<file path="config.mk">
export PLATFORM = sky130hd
export DESIGN_NAME = uart_fft_loader_flat
export DESIGN_NICKNAME = d
export VERILOG_FILES = /design/src/rtl/uart_fft_loader_if.sv /design/src/rtl/uart_fft_loader.sv /design/src/flat_wrapper.sv
export SDC_FILE = /design/constraint.sdc
export NUM_CORES = 1
export LEC_CHECK = 0
export BUFFER_PORTS_ARGS = -buffer_cell sky130_fd_sc_hd__buf_2
export CELL_PAD_IN_SITES_DETAIL_PLACEMENT = 0
export CELL_PAD_IN_SITES_GLOBAL_PLACEMENT = 1
export CORE_MARGIN = 3
export CORE_UTILIZATION = 32
export CTS_BUF_LIST = sky130_fd_sc_hd__clkbuf_8
export DETAILED_ROUTE_END_ITERATION = 16
export PLACE_DENSITY = 0.72
export SLEW_MARGIN = 5
export SYNTH_ARGS = -nofsm -noshare
export SYNTH_HDL_FRONTEND = slang
export SYNTH_SLANG_ARGS = --single-unit
</file>
<file path="constraint.sdc">
create_clock -name i_clk -period 2.53 [get_ports i_clk]
set_input_delay 0.1265 -clock i_clk [delete_from_list [all_inputs] [get_ports i_clk]]
set_output_delay 0.1265 -clock i_clk [all_outputs]
set_load 0.005 [all_outputs]
</file>
<file path="src/rtl/uart_fft_loader_if.sv">
// uart_fft_loader_if: sample handshake between the UART loader and the FFT
// input buffer controller.
//   o_fft_data  assembled sample {real, imag}, driven by the loader
//   o_rx_valid  sample available, driven by the loader
//   i_rx_ready  sample accepted this cycle, driven by the FFT controller
//   o_rx_addr   sample index within the frame, driven by the loader
// Signal names keep the original port names of the loader.
interface uart_fft_loader_if #(
  parameter int length      = 32,
  parameter int DATA_LENGTH = 256
);
  logic [2*length-1:0]            o_fft_data;
  logic                           o_rx_valid;
  logic                           i_rx_ready;
  logic [$clog2(DATA_LENGTH)-1:0] o_rx_addr;

  modport master (
    output o_fft_data,
    output o_rx_valid,
    output o_rx_addr,
    input  i_rx_ready
  );

  modport slave (
    input  o_fft_data,
    input  o_rx_valid,
    input  o_rx_addr,
    output i_rx_ready
  );
endinterface

</file>
<file path="src/rtl/uart_fft_loader.sv">
// uart_fft_loader: receives a framed UART byte stream (SIG_LOAD command
// followed by DATA_LENGTH samples of 2*length bits, first byte = MSB) and
// hands each assembled sample to the FFT controller over a valid/ready bus.
// A one-byte skid register absorbs a byte arriving while a sample waits for
// acceptance; a second such byte is dropped and flags o_overrun.
// Ports:
//   i_clk        system clock (CLOCK_50)
//   i_rst        synchronous active-high reset
//   i_rxd        UART serial input
//   bus          uart_fft_loader_if.master: o_fft_data, o_rx_valid,
//                o_rx_addr out, i_rx_ready in
//   o_load_done  one-cycle pulse after the last sample of a frame is accepted
//   o_overrun    sticky lost-byte flag, cleared by SIG_LOAD/SIG_STOP in idle
//   o_timeout    one-cycle pulse when a partial sample is discarded
// Optional feature: define UART_LOADER_TIMEOUT_EN to enable the inter-byte
// timeout; without it o_timeout is tied to 0.
// Also contains uart_rx, the 8N1 UART receiver used by the loader.

module uart_rx #(
  parameter int CLKS_PER_BIT = 434
) (
  input  logic       i_Clock,
  input  logic       i_Rst,
  input  logic       i_Rx_Serial,
  output logic       o_Rx_DV,
  output logic [7:0] o_Rx_Byte
);
  localparam int unsigned CW = $clog2(CLKS_PER_BIT);

  typedef enum logic [1:0] {RX_IDLE, RX_START, RX_DATA, RX_STOP} rx_state_t;

  rx_state_t     state_q;
  logic          meta_q, sync_q;
  logic [CW-1:0] cnt_q;
  logic [2:0]    idx_q;
  logic [7:0]    byte_q;
  logic          dv_q;

  always_ff @(posedge i_Clock) begin
    if (i_Rst) begin
      state_q <= RX_IDLE;
      meta_q  <= 1'b1;
      sync_q  <= 1'b1;
      cnt_q   <= '0;
      idx_q   <= '0;
      byte_q  <= '0;
      dv_q    <= 1'b0;
    end else begin
      meta_q <= i_Rx_Serial;
      sync_q <= meta_q;
      dv_q   <= 1'b0;
      unique case (state_q)
        RX_IDLE: begin
          cnt_q <= '0;
          idx_q <= '0;
          if (!sync_q) state_q <= RX_START;
        end
        // Re-check the start bit at its centre to reject glitches.
        RX_START: begin
          if (cnt_q == CW'((CLKS_PER_BIT - 1) / 2)) begin
            cnt_q   <= '0;
            state_q <= sync_q ? RX_IDLE : RX_DATA;
          end else begin
            cnt_q <= cnt_q + 1'b1;
          end
        end
        RX_DATA: begin
          if (cnt_q != CW'(CLKS_PER_BIT - 1)) begin
            cnt_q <= cnt_q + 1'b1;
          end else begin
            cnt_q         <= '0;
            byte_q[idx_q] <= sync_q;
            if (idx_q == 3'd7) state_q <= RX_STOP;
            else               idx_q   <= idx_q + 1'b1;
          end
        end
        RX_STOP: begin
          if (cnt_q != CW'(CLKS_PER_BIT - 1)) begin
            cnt_q <= cnt_q + 1'b1;
          end else begin
            cnt_q   <= '0;
            dv_q    <= 1'b1;
            state_q <= RX_IDLE;
          end
        end
        default: state_q <= RX_IDLE;
      endcase
    end
  end

  assign o_Rx_DV   = dv_q;
  assign o_Rx_Byte = byte_q;
endmodule

module uart_fft_loader #(
  parameter int length       = 32,
  parameter int CLKS_PER_BIT = 434,
  parameter int SIG_LOAD     = 76,
  parameter int SIG_STOP     = 83,
  parameter int DATA_LENGTH  = 256,
  parameter int TIMEOUT_CLKS = 43400
) (
  input  logic               i_clk,
  input  logic               i_rst,
  input  logic               i_rxd,
  uart_fft_loader_if.master  bus,
  output logic               o_load_done,
  output logic               o_overrun,
  output logic               o_timeout
);
  localparam int unsigned W   = 2 * length;
  localparam int unsigned BPS = W / 8;
  localparam int unsigned BCW = $clog2(BPS + 1);
  localparam int unsigned AW  = $clog2(DATA_LENGTH);
  localparam logic [7:0]  LOAD_B = 8'(SIG_LOAD);
  localparam logic [7:0]  STOP_B = 8'(SIG_STOP);

  typedef enum logic [1:0] {ST_IDLE, ST_COLLECT, ST_PUSH, ST_DONE} state_t;

  logic       rx_dv;
  logic [7:0] rx_byte;

  uart_rx #(.CLKS_PER_BIT(CLKS_PER_BIT)) u_rx (
    .i_Clock     (i_clk),
    .i_Rst       (i_rst),
    .i_Rx_Serial (i_rxd),
    .o_Rx_DV     (rx_dv),
    .o_Rx_Byte   (rx_byte)
  );

  state_t         state_q;
  logic [BCW-1:0] byte_cnt_q;
  logic [AW-1:0]  addr_q;
  logic [W-1:0]   shift_q;
  logic [7:0]     skid_q;
  logic           skid_full_q;
  logic           valid_q;
  logic           done_q;
  logic           overrun_q;

  // In collect, a held skid byte is always consumed before the live byte.
  logic       src_valid;
  logic [7:0] src_byte;
  always_comb begin
    src_valid = skid_full_q | rx_dv;
    src_byte  = skid_full_q ? skid_q : rx_byte;
  end

`ifdef UART_LOADER_TIMEOUT_EN
  localparam int unsigned TW = $clog2(TIMEOUT_CLKS + 1);
  logic [TW-1:0] timer_q;
  logic          timeout_hit;
  logic          timeout_q;

  assign timeout_hit = (timer_q == TW'(TIMEOUT_CLKS - 1));

  // Runs only while a sample is partially assembled; any consumed byte restarts it.
  always_ff @(posedge i_clk) begin
    if (i_rst || state_q != ST_COLLECT || byte_cnt_q == '0 || src_valid || timeout_hit)
      timer_q <= '0;
    else
      timer_q <= timer_q + 1'b1;
  end

  assign o_timeout = timeout_q;
`else
  assign o_timeout = 1'b0;
`endif

  always_ff @(posedge i_clk) begin
    if (i_rst) begin
      state_q     <= ST_IDLE;
      byte_cnt_q  <= '0;
      addr_q      <= '0;
      shift_q     <= '0;
      skid_q      <= '0;
      skid_full_q <= 1'b0;
      valid_q     <= 1'b0;
      done_q      <= 1'b0;
      overrun_q   <= 1'b0;
`ifdef UART_LOADER_TIMEOUT_EN
      timeout_q   <= 1'b0;
`endif
    end else begin
      done_q <= 1'b0;
`ifdef UART_LOADER_TIMEOUT_EN
      timeout_q <= 1'b0;
`endif
      unique case (state_q)
        ST_IDLE: begin
          if (rx_dv) begin
            if (rx_byte == LOAD_B) begin
              state_q     <= ST_COLLECT;
              byte_cnt_q  <= '0;
              addr_q      <= '0;
              skid_full_q <= 1'b0;
              overrun_q   <= 1'b0;
            end else if (rx_byte == STOP_B) begin
              overrun_q <= 1'b0;
            end
          end
        end
        ST_COLLECT: begin
          // Draining the skid while a new byte lands refills it in the same cycle.
          if (skid_full_q) begin
            if (rx_dv) skid_q      <= rx_byte;
            else       skid_full_q <= 1'b0;
          end
          if (src_valid) begin
            shift_q <= W'({shift_q, src_byte});
            if (byte_cnt_q == BCW'(BPS - 1)) begin
              byte_cnt_q <= '0;
              valid_q    <= 1'b1;
              state_q    <= ST_PUSH;
            end else begin
              byte_cnt_q <= byte_cnt_q + 1'b1;
            end
          end
`ifdef UART_LOADER_TIMEOUT_EN
          else if (timeout_hit) begin
            byte_cnt_q <= '0;
            timeout_q  <= 1'b1;
          end
`endif
        end
        ST_PUSH: begin
          if (rx_dv) begin
            if (!skid_full_q) begin
              skid_q      <= rx_byte;
              skid_full_q <= 1'b1;
            end else begin
              overrun_q <= 1'b1;
            end
          end
          if (bus.i_rx_ready) begin
            valid_q <= 1'b0;
            if (addr_q == AW'(DATA_LENGTH - 1)) begin
              addr_q  <= '0;
              done_q  <= 1'b1;
              state_q <= ST_DONE;
            end else begin
              addr_q  <= addr_q + 1'b1;
              state_q <= ST_COLLECT;
            end
          end
        end
        ST_DONE: state_q <= ST_IDLE;
        default: state_q <= ST_IDLE;
      endcase
    end
  end

  assign bus.o_fft_data = shift_q;
  assign bus.o_rx_valid = valid_q;
  assign bus.o_rx_addr  = addr_q;
  assign o_load_done    = done_q;
  assign o_overrun      = overrun_q;
endmodule

</file>
<file path="src/flat_wrapper.sv">
// flat-port wrapper written by rule: the top's interface ports become plain ports
module uart_fft_loader_flat 
#(
  parameter int length       = 32,
  parameter int CLKS_PER_BIT = 434,
  parameter int SIG_LOAD     = 76,
  parameter int SIG_STOP     = 83,
  parameter int DATA_LENGTH  = 256,
  parameter int TIMEOUT_CLKS = 43400
)
  (i_clk, i_rst, i_rxd, o_load_done, o_overrun, o_timeout, bus_o_fft_data, bus_o_rx_valid, bus_o_rx_addr, bus_i_rx_ready);
  uart_fft_loader_if #(.length(length), .DATA_LENGTH(DATA_LENGTH)) bus_i ();
  input  logic i_clk;
  input  logic i_rst;
  input  logic i_rxd;
  output logic o_load_done;
  output logic o_overrun;
  output logic o_timeout;
  output wire logic [$bits(bus_i.o_fft_data)-1:0] bus_o_fft_data;
  output wire logic [$bits(bus_i.o_rx_valid)-1:0] bus_o_rx_valid;
  output wire logic [$bits(bus_i.o_rx_addr)-1:0] bus_o_rx_addr;
  input wire logic [$bits(bus_i.i_rx_ready)-1:0] bus_i_rx_ready;
  assign bus_o_fft_data = bus_i.o_fft_data;
  assign bus_o_rx_valid = bus_i.o_rx_valid;
  assign bus_o_rx_addr = bus_i.o_rx_addr;
  assign bus_i.i_rx_ready = bus_i_rx_ready;
  uart_fft_loader #(.length(length), .CLKS_PER_BIT(CLKS_PER_BIT), .SIG_LOAD(SIG_LOAD), .SIG_STOP(SIG_STOP), .DATA_LENGTH(DATA_LENGTH), .TIMEOUT_CLKS(TIMEOUT_CLKS)) u_core (.i_clk(i_clk), .i_rst(i_rst), .i_rxd(i_rxd), .bus(bus_i), .o_load_done(o_load_done), .o_overrun(o_overrun), .o_timeout(o_timeout));
endmodule
</file>
==> results of run 1 <==
==> power groups by stage <==
stage                     combinational, mW  clock, mW  sequential, mW
after floorplan                       0.146          0            1.86
after global placement                0.190          0            1.86
after CTS                             0.203       1.74            1.82
after global routing                  0.224       1.82            1.82
after detailed placement              0.198          0            1.87
final                                 0.205       1.68            1.82
==> critical path, stage by stage (launching register included) <==
cell and delay [ps]:
dfxtp_1 340, inv_1 170, ha_1 560, inv_1 220
a21o_1 280, or3_4 420, o41ai_2 260
==> kinds of logic after synthesis <==
family	share of synthesized area
AND/OR/NAND/NOR	0.234
AO/OA/AOI/OAI	0.153
flip-flops	0.471
adder cells (fa/ha/maj)	0.0307
other	0.000767
multiplexers	0.0537
XOR/XNOR	0.0125
buffers and inverters	0.0440
==> state kept, by name, indices dropped and copies added (netlist names), 2 cells and up, named ones only <==
| register | flops |
|---|---|
| u_core.skid_q | 8 |
| u_core.bus.o_fft_data | 64 |
| u_core.state_q | 2 |
| u_core.byte_cnt_q | 4 |
| u_core.u_rx.o_Rx_Byte | 8 |
| u_core.u_rx.idx_q | 3 |
| u_core.bus.o_rx_addr | 8 |
| u_core.u_rx.cnt_q | 9 |
==> metrics by stage <==
step	utilization	total power, mW
global route	0.396	3.86
finish	0.396	3.71
floorplan	-	2.01
CTS	0.396	3.77
global placement	0.368	2.05
detailed placement	0.368	2.06
==> path summary, 6_finish.rpt <==
path                            slack [ps]                              endpoint  depth (start not counted)
worst max-delay path                   180  u_core.bus.o_rx_addr[3]$_SDFFE_PP0P_                          6
worst min-delay path                   120         u_core.skid_q[3]$_SDFFE_PP0P_                          2
worst max register to register         180  u_core.bus.o_rx_addr[3]$_SDFFE_PP0P_                          6
worst min register to register         410         u_core.u_rx.sync_q$_SDFF_PP1_                          1
==> synthesized netlist by cell type (all sizes together) (2+ instances only) <==
cell type and n:
buf 10, nor4bb 4, nor3 5, o311ai 4
nor4b 4, nand2 123, mux2i 24, or4 4
o211ai 3, nor2 42, or3 6, nand4 14
clkbuf 28, nand3 11, a211oi 11, inv 14
xnor2 6, and2 2, nor2b 5, a22o 2
o21ai 9, o21a 2, nor4 2, nand4bb 3
nor3b 3, o31ai 4, mux2 2, o41ai 5
dfxtp 115, ha 12, or2 3, a21oi 71
a311o 3, and4b 2
==> final cells by class <==
class                   instances  area [sq um]
flip-flops and latches        115          2300
multi-input cells             405          2380
repair buffers                 87           478
well taps                     184           230
clock buffers                  17           234
inverters                      15          56.3
clock inverters                15           159
fillers                      1532          8910
==> metal layers <==
layer | vias up | wire length (microns)
met2 | 100 | 5360
met3 | 21 | 557
met4 | 0 | 209
met5 | - | 0
li1 | 2144 | -
met1 | 1990 | 5680
==> results by group, run 1 <==
STA
  • Max-slew violation total from the final report: 0
  • Setup violations, final: 0
  • Fmax: 0.426 GHz
  • RSZ-0062 raised after global routing: false
  • Fin Setup TNS: 0 ps
  • Worst rel slew slack: 0.528
  • Final Hold Vio Count: 0
  • Worst Slack Setup Final: 181 ps
  • Skew final: 10.9 ps
  • Worst Max-Slew Pin Slew: 708 ps
  • Final min period: 2350 ps
  • Final hold slack: 124 ps
  • Final period utilization: 0.929

GRT
  • Gr usage total: 0.141
  • Global-route wire length before repair: 19300 microns
  • GR Layer Usage met3: 0.0371
  • Initial antenna violation count: 0
  • GR Util met1: 0.184
  • Largest net degree at the start of global routing: 74
  • Grt total ovfl: 0
  • Number of global-route vias before repair: 3948
  • Met2 Resource Use GR: 0.224
  • Most used routing layer: met2

Power and ir drop
  • Sequential share of power: 0.491
  • Pwr Density: 635 mW/mm^2
  • Maximum vdd ir drop: 0.322 mV
  • Switching pwr: 956 uW
  • Int Pwr: 2.76 mW
  • Clock network fraction of total power: 0.454
  • Pleak: 2.25 nW
  • Logic pwr share: 0.055
  • Sw frac: 0.258

Route
  • DRC Markers: 0
  • Routed wire length: 11800 microns
  • Pre-antenna DRT Iters: 5
  • Detail Route Antenna Nets: 0
  • Initial DRC Count: 267
  • Per-cell routed wire length: 14.1 microns
  • Routed vias: 4255
  • Post-DR vias/cell: 5.08

Yosys
  • Syn Std Cell Area: 0.00489 sq mm
  • Cells after Synth: 573
  • Async SR Flop Fraction: 0
  • Sequential share of the synthesized area: 0.471
  • Synthesized flop and latch total: 115
  • Yosys warning count: 0
  • Largest area contributor in the netlist: dfxtp_1
  • Post-synthesis area per instance: 8.53 sq um
  • Yosys cell types: 57
  • Area contributors post-synth: dfxtp_1 (47%), nand2_1 (9.4%), a21oi_1 (7.3%)
  • Syn Nets: 589
  • Share of the synthesized area in the top cell type: 0.471
  • Top_reg_cell synth: dfxtp_1
  • Post-synth EDFFs: 0

Hold path
  • Min-Delay Path Class: input pin to flop
  • Hold Path Origin: i_rst

Clock tree
  • CTS buffer count: 17
  • Worst skew pair latency: 430 ps
  • # hold bufs at CTS: 2
  • Root buf cell: clkbuf_8
  • Post-CTS Setup Inserts: 0
  • CTS sink cnt: 115
  • Worst-path clk slew: 80 ps
  • Clock Path Buffers: 2
  • Post-CTS sizing: 0
  • H-tree levels: 4
  • CTS tree: yes

Setup path
  • Worst EP arrival: 2690 ps
  • Reg-to-Reg Start: u_core.state_q[0]$_SDFFE_PP0P_
  • Maximum fanout along the worst path: 17
  • Startpoint types: flop
  • Critical Path RT: 2870 ps
  • Crit path kind: flop to flop
  • Worst Setup SP: u_core.state_q[0]$_SDFFE_PP0P_
  • CP Capture Type: flop

Floorplanning
  • IO Pins: 80
  • Core area: 0.0148 sq mm
  • Die height: 130 microns
  • Die X: 130 microns
  • Core Rows: 44
  • Starting Density: 0.331
  • Die ar.: 0.0168 sq mm

Status
  • Outcome: completed

Final layout
  • Final non-filler cell total: 838
  • Antenna diode count: 0
  • Most frequent cells in the layout: nand2_1 (123), dfxtp_1 (115), buf_2 (77)
  • Commonest non-fill, non-tap cell in the layout: nand2_1
  • Post-route design area: 0.00584 sq mm
  • Fin nets: 657
  • Share of post-route cells with drive strength above 1: 0.199
  • Area delta synth->final: 19.5%

Place
  • DP Cell Count: 804
  • Gpl congestion: 0.799
  • Buffers added on ports: 78
  • Hpwl dp: 7920 microns
  • Post-Place Setup Slack: 288 ps
  • DP Area: 0.00543 sq mm

Job
  • Max Cap Viol: 0
Note: power is estimated with default switching activity, not from simulation.
==> run 2: changes to the inputs <==
--- a/config.mk
+++ b/config.mk
@@ -9,10 +9,9 @@
 export CELL_PAD_IN_SITES_DETAIL_PLACEMENT = 0
 export CELL_PAD_IN_SITES_GLOBAL_PLACEMENT = 1
 export CORE_MARGIN = 3
-export CORE_UTILIZATION = 32
-export CTS_BUF_LIST = sky130_fd_sc_hd__clkbuf_8
+export CORE_UTILIZATION = 40
 export DETAILED_ROUTE_END_ITERATION = 16
-export PLACE_DENSITY = 0.72
+export PLACE_DENSITY = 0.85
 export SLEW_MARGIN = 5
 export SYNTH_ARGS = -nofsm -noshare
 export SYNTH_HDL_FRONTEND = slang
==> run 2 against run 1 <==
Sequential share of layout area decreased by 1.4 points. Setup slack improved by 85 ps. Sequential power about the same. Clock skew decreased by 3.3 ps. Critical endpoint is now u_core.bus.o_rx_addr[2]$_SDFFE_PP0P_. Maximum frequency increased by 3.7%. Global-route usage increased by 2.5 points.
==> results by group, run 2 (synthesis gave the netlist of run 1 again) <==
Setup path
  • Largest delay share family, worst path: compound AO/OA/AOI/OAI gates (was adder cells)
  • Reg-to-Reg Start: u_core.state_q[0]$_SDFFE_PP0P_ (unchanged)
  • Slowest CP cell: ha_1 (unchanged)
  • CP max stage delay: 510 ps (was 560 ps)
  • Reg2reg setup slack: 270 ps (was 180 ps)
  • Crit path kind: flop to flop (unchanged)
  • R2R depth: 6 (unchanged)
  • CP Capture Type: flop (unchanged)
  • Worst EP arrival: 2570 ps (was 2690 ps)
  • Startpoint types: flop (unchanged)
  • CP Depth: 6 (unchanged)
  • Maximum fanout along the worst path: 17 (unchanged)
  • FF-to-FF End: u_core.bus.o_rx_addr[2]$_SDFFE_PP0P_ (was u_core.bus.o_rx_addr[3]$_SDFFE_PP0P_)
  • Critical Path RT: 2830 ps (was 2870 ps)
  • WP buf/inv: 2 (unchanged)
  • Crit path top cell by count: inv_1 (unchanged)
  • Worst-path cell chain: inv_1, ha_1, inv_1, a21o_1, or3_4, o41ai_1 (was inv_1, ha_1, inv_1, a21o_1, or3_4, o41ai_2)

Power and ir drop
  • Maximum vdd ir drop: 0.326 mV (was 0.322 mV)
  • Pwr Density: 782 mW/mm^2 (was 635 mW/mm^2)
  • Sequential share of power: 0.385 (was 0.491)
  • Clock network fraction of total power: 0.572 (was 0.454)
  • Switching pwr: 999 uW (was 956 uW)
  • Total chip power: 4.74 mW (was 3.71 mW)
  • Sw frac: 0.211 (was 0.258)
  • Int Pwr: 3.74 mW (was 2.76 mW)
  • Pleak: 2.36 nW (was 2.25 nW)
  • Logic pwr share: 0.043 (was 0.055)

Floorplanning
  • Die ar.: 0.0136 sq mm (was 0.0168 sq mm)
  • Core Rows: 39 (was 44)
  • Die X: 117 microns (was 130 microns)
  • Die height: 117 microns (was 130 microns)
  • Starting Density: 0.419 (was 0.331)
  • Core area: 0.0117 sq mm (was 0.0148 sq mm)
  • IO Pins: 80 (unchanged)

Final layout
  • Commonest non-fill, non-tap cell in the layout: nand2_1 (unchanged)
  • Area delta synth->final: 24.1% (was 19.5%)
  • Antenna diode count: 0 (unchanged)
  • Share of post-route cells with drive strength above 1: 0.198 (was 0.199)
  • Max reg flops: 64 (unchanged)
  • Fin nets: 656 (was 657)
  • Most frequent cells in the layout: nand2_1 (123), dfxtp_1 (115), buf_2 (77) (unchanged)

STA
  • Fmax: 0.442 GHz (was 0.426 GHz)
  • Final hold slack: 194 ps (was 124 ps)
  • Final min period: 2260 ps (was 2350 ps)
  • Setup violations, final: 0 (unchanged)
  • Max-slew violation total from the final report: 0 (unchanged)
  • RSZ-0062 raised after global routing: false (unchanged)
  • Worst rel slew slack: 0.335 (was 0.528)
  • Final Hold Vio Count: 0 (unchanged)
  • Worst Max-Slew Pin Slew: 994 ps (was 708 ps)
  • Fin Setup TNS: 0 ps (unchanged)
  • Final period utilization: 0.895 (was 0.929)
  • Skew final: 7.64 ps (was 10.9 ps)

Route
  • Routed vias: 4213 (was 4255)
  • Detail Route Antenna Nets: 0 (unchanged)
  • Initial DRC Count: 317 (was 267)
  • Routed wire length: 11200 microns (was 11800 microns)
  • Per-cell routed wire length: 14.1 microns (about the same)
  • Pre-antenna DRT Iters: 4 (was 5)
  • Post-DR vias/cell: 5.29 (was 5.08)
  • DRC Markers: 0 (unchanged)

Clock tree
  • Clock Path Buffers: 2 (unchanged)
  • CTS sink cnt: 115 (unchanged)
  • CTS tree: yes (unchanged)
  • Worst skew pair latency: 410 ps (was 430 ps)
  • CTS buffer count: 17 (unchanged)
  • Root buf cell: clkbuf_16 (was clkbuf_8)
  • # hold bufs at CTS: 2 (unchanged)
  • Worst-path clk slew: 60 ps (was 80 ps)
  • H-tree levels: 4 (unchanged)
  • Post-CTS sizing: 0 (unchanged)
  • Post-CTS Setup Inserts: 0 (unchanged)

GRT
  • Initial antenna violation count: 0 (unchanged)
  • Grt total ovfl: 0 (unchanged)
  • Gr usage total: 0.166 (was 0.141)
  • Number of global-route vias before repair: 3814 (was 3948)
  • Global-route wire length before repair: 18100 microns (was 19300 microns)
  • Largest net degree at the start of global routing: 74 (unchanged)

Hold path
  • Hold Path Origin: i_rst (unchanged)
  • Hold path cells: 2 (unchanged)
  • Hold endpoint: u_core.u_rx.o_Rx_Byte[0]$_SDFFE_PP0P_ (was u_core.skid_q[3]$_SDFFE_PP0P_)
  • Min-Delay Path Class: input pin to flop (unchanged)

Place
  • Hpwl dp: 7390 microns (was 7920 microns)
  • Gpl congestion: 0.822 (was 0.799)
  • Buffers added on ports: 78 (unchanged)

Job
  • Max Cap Viol: 0 (unchanged)

Status
  • Outcome: completed (unchanged)
==> run 2: changes by cell type in the layout (fill, tap and decap cells not counted), sizes merged <==
cell      before  now
clkbuf        17   18
buf           85   84
clkinvlp       0    4
bufinv         2    6
clkinv        11    5
inv           17   14
==> run 2: routing by layer <==
metal	routed length, microns	global-route usage	vias to the layer above
met5	0	0	-
met4	159	0.0688	0
met3	572	0.0482	12
met2	5160	0.263	98
met1	5290	0.212	1967
li1	-	-	2136
==> run 2: power by group through the flow <==
| stage | Clock, mW | Combinational (mW) | Sequential (mW) |
|---|---|---|---|
| 2_1_floorplan | 0 | 0.146 | 1.86 |
| 3_3_place_gp | 0 | 0.187 | 1.86 |
| 3_5_place_dp | 0 | 0.197 | 1.87 |
| 4_1_cts | 2.76 | 0.200 | 1.83 |
| 5_1_grt | 2.85 | 0.222 | 1.83 |
| 6_report | 2.71 | 0.203 | 1.83 |
==> run 2: final cells by class <==
cell class,instances,area [sq um]
Inverter,15,56.3
Tap cell,143,179
Multi-Input combinational cell,405,2380
Fill cell,1108,5600
Clock buffer,18,439
Clock inverter,14,234
Timing Repair Buffer,86,470
Sequential cell,115,2300
==> run 2: through the flow <==
stage	util	instance area (sq um)	std cells	setup WS, ps
after floorplan	-	4890	573	760
after global placement	0.461	5370	762	383
after detailed placement	0.461	5370	762	320
after CTS	0.520	6060	796	292
after global routing	0.520	6060	796	66.4
final	0.520	6060	796	265
==> run 2: worst max path at each step <==
stage / startpoint / endpoint / slack [ps]
after CTS: u_core.state_q[0]$_SDFFE_PP0P_ / u_core.bus.o_rx_addr[3]$_SDFFE_PP0P_ / 290
after floorplan: u_core.state_q[0]$_SDFFE_PP0P_ / u_core.bus.o_rx_addr[3]$_SDFFE_PP0P_ / 760
after global routing: u_core.state_q[0]$_SDFFE_PP0P_ / u_core.bus.o_rx_addr[4]$_SDFFE_PP0P_ / 70
after global placement: u_core.state_q[0]$_SDFFE_PP0P_ / u_core.bus.o_rx_addr[3]$_SDFFE_PP0P_ / 380
after detailed placement: u_core.state_q[0]$_SDFFE_PP0P_ / u_core.bus.o_rx_addr[3]$_SDFFE_PP0P_ / 320
final: u_core.state_q[0]$_SDFFE_PP0P_ / u_core.bus.o_rx_addr[2]$_SDFFE_PP0P_ / 270
==> run 2: worst reg2reg max path, stage by stage, from the launching register on <==
cell     delay, ps
dfxtp_1        330
inv_1          140
ha_1           510
inv_1          210
a21o_1         280
or3_4          430
o41ai_1        260
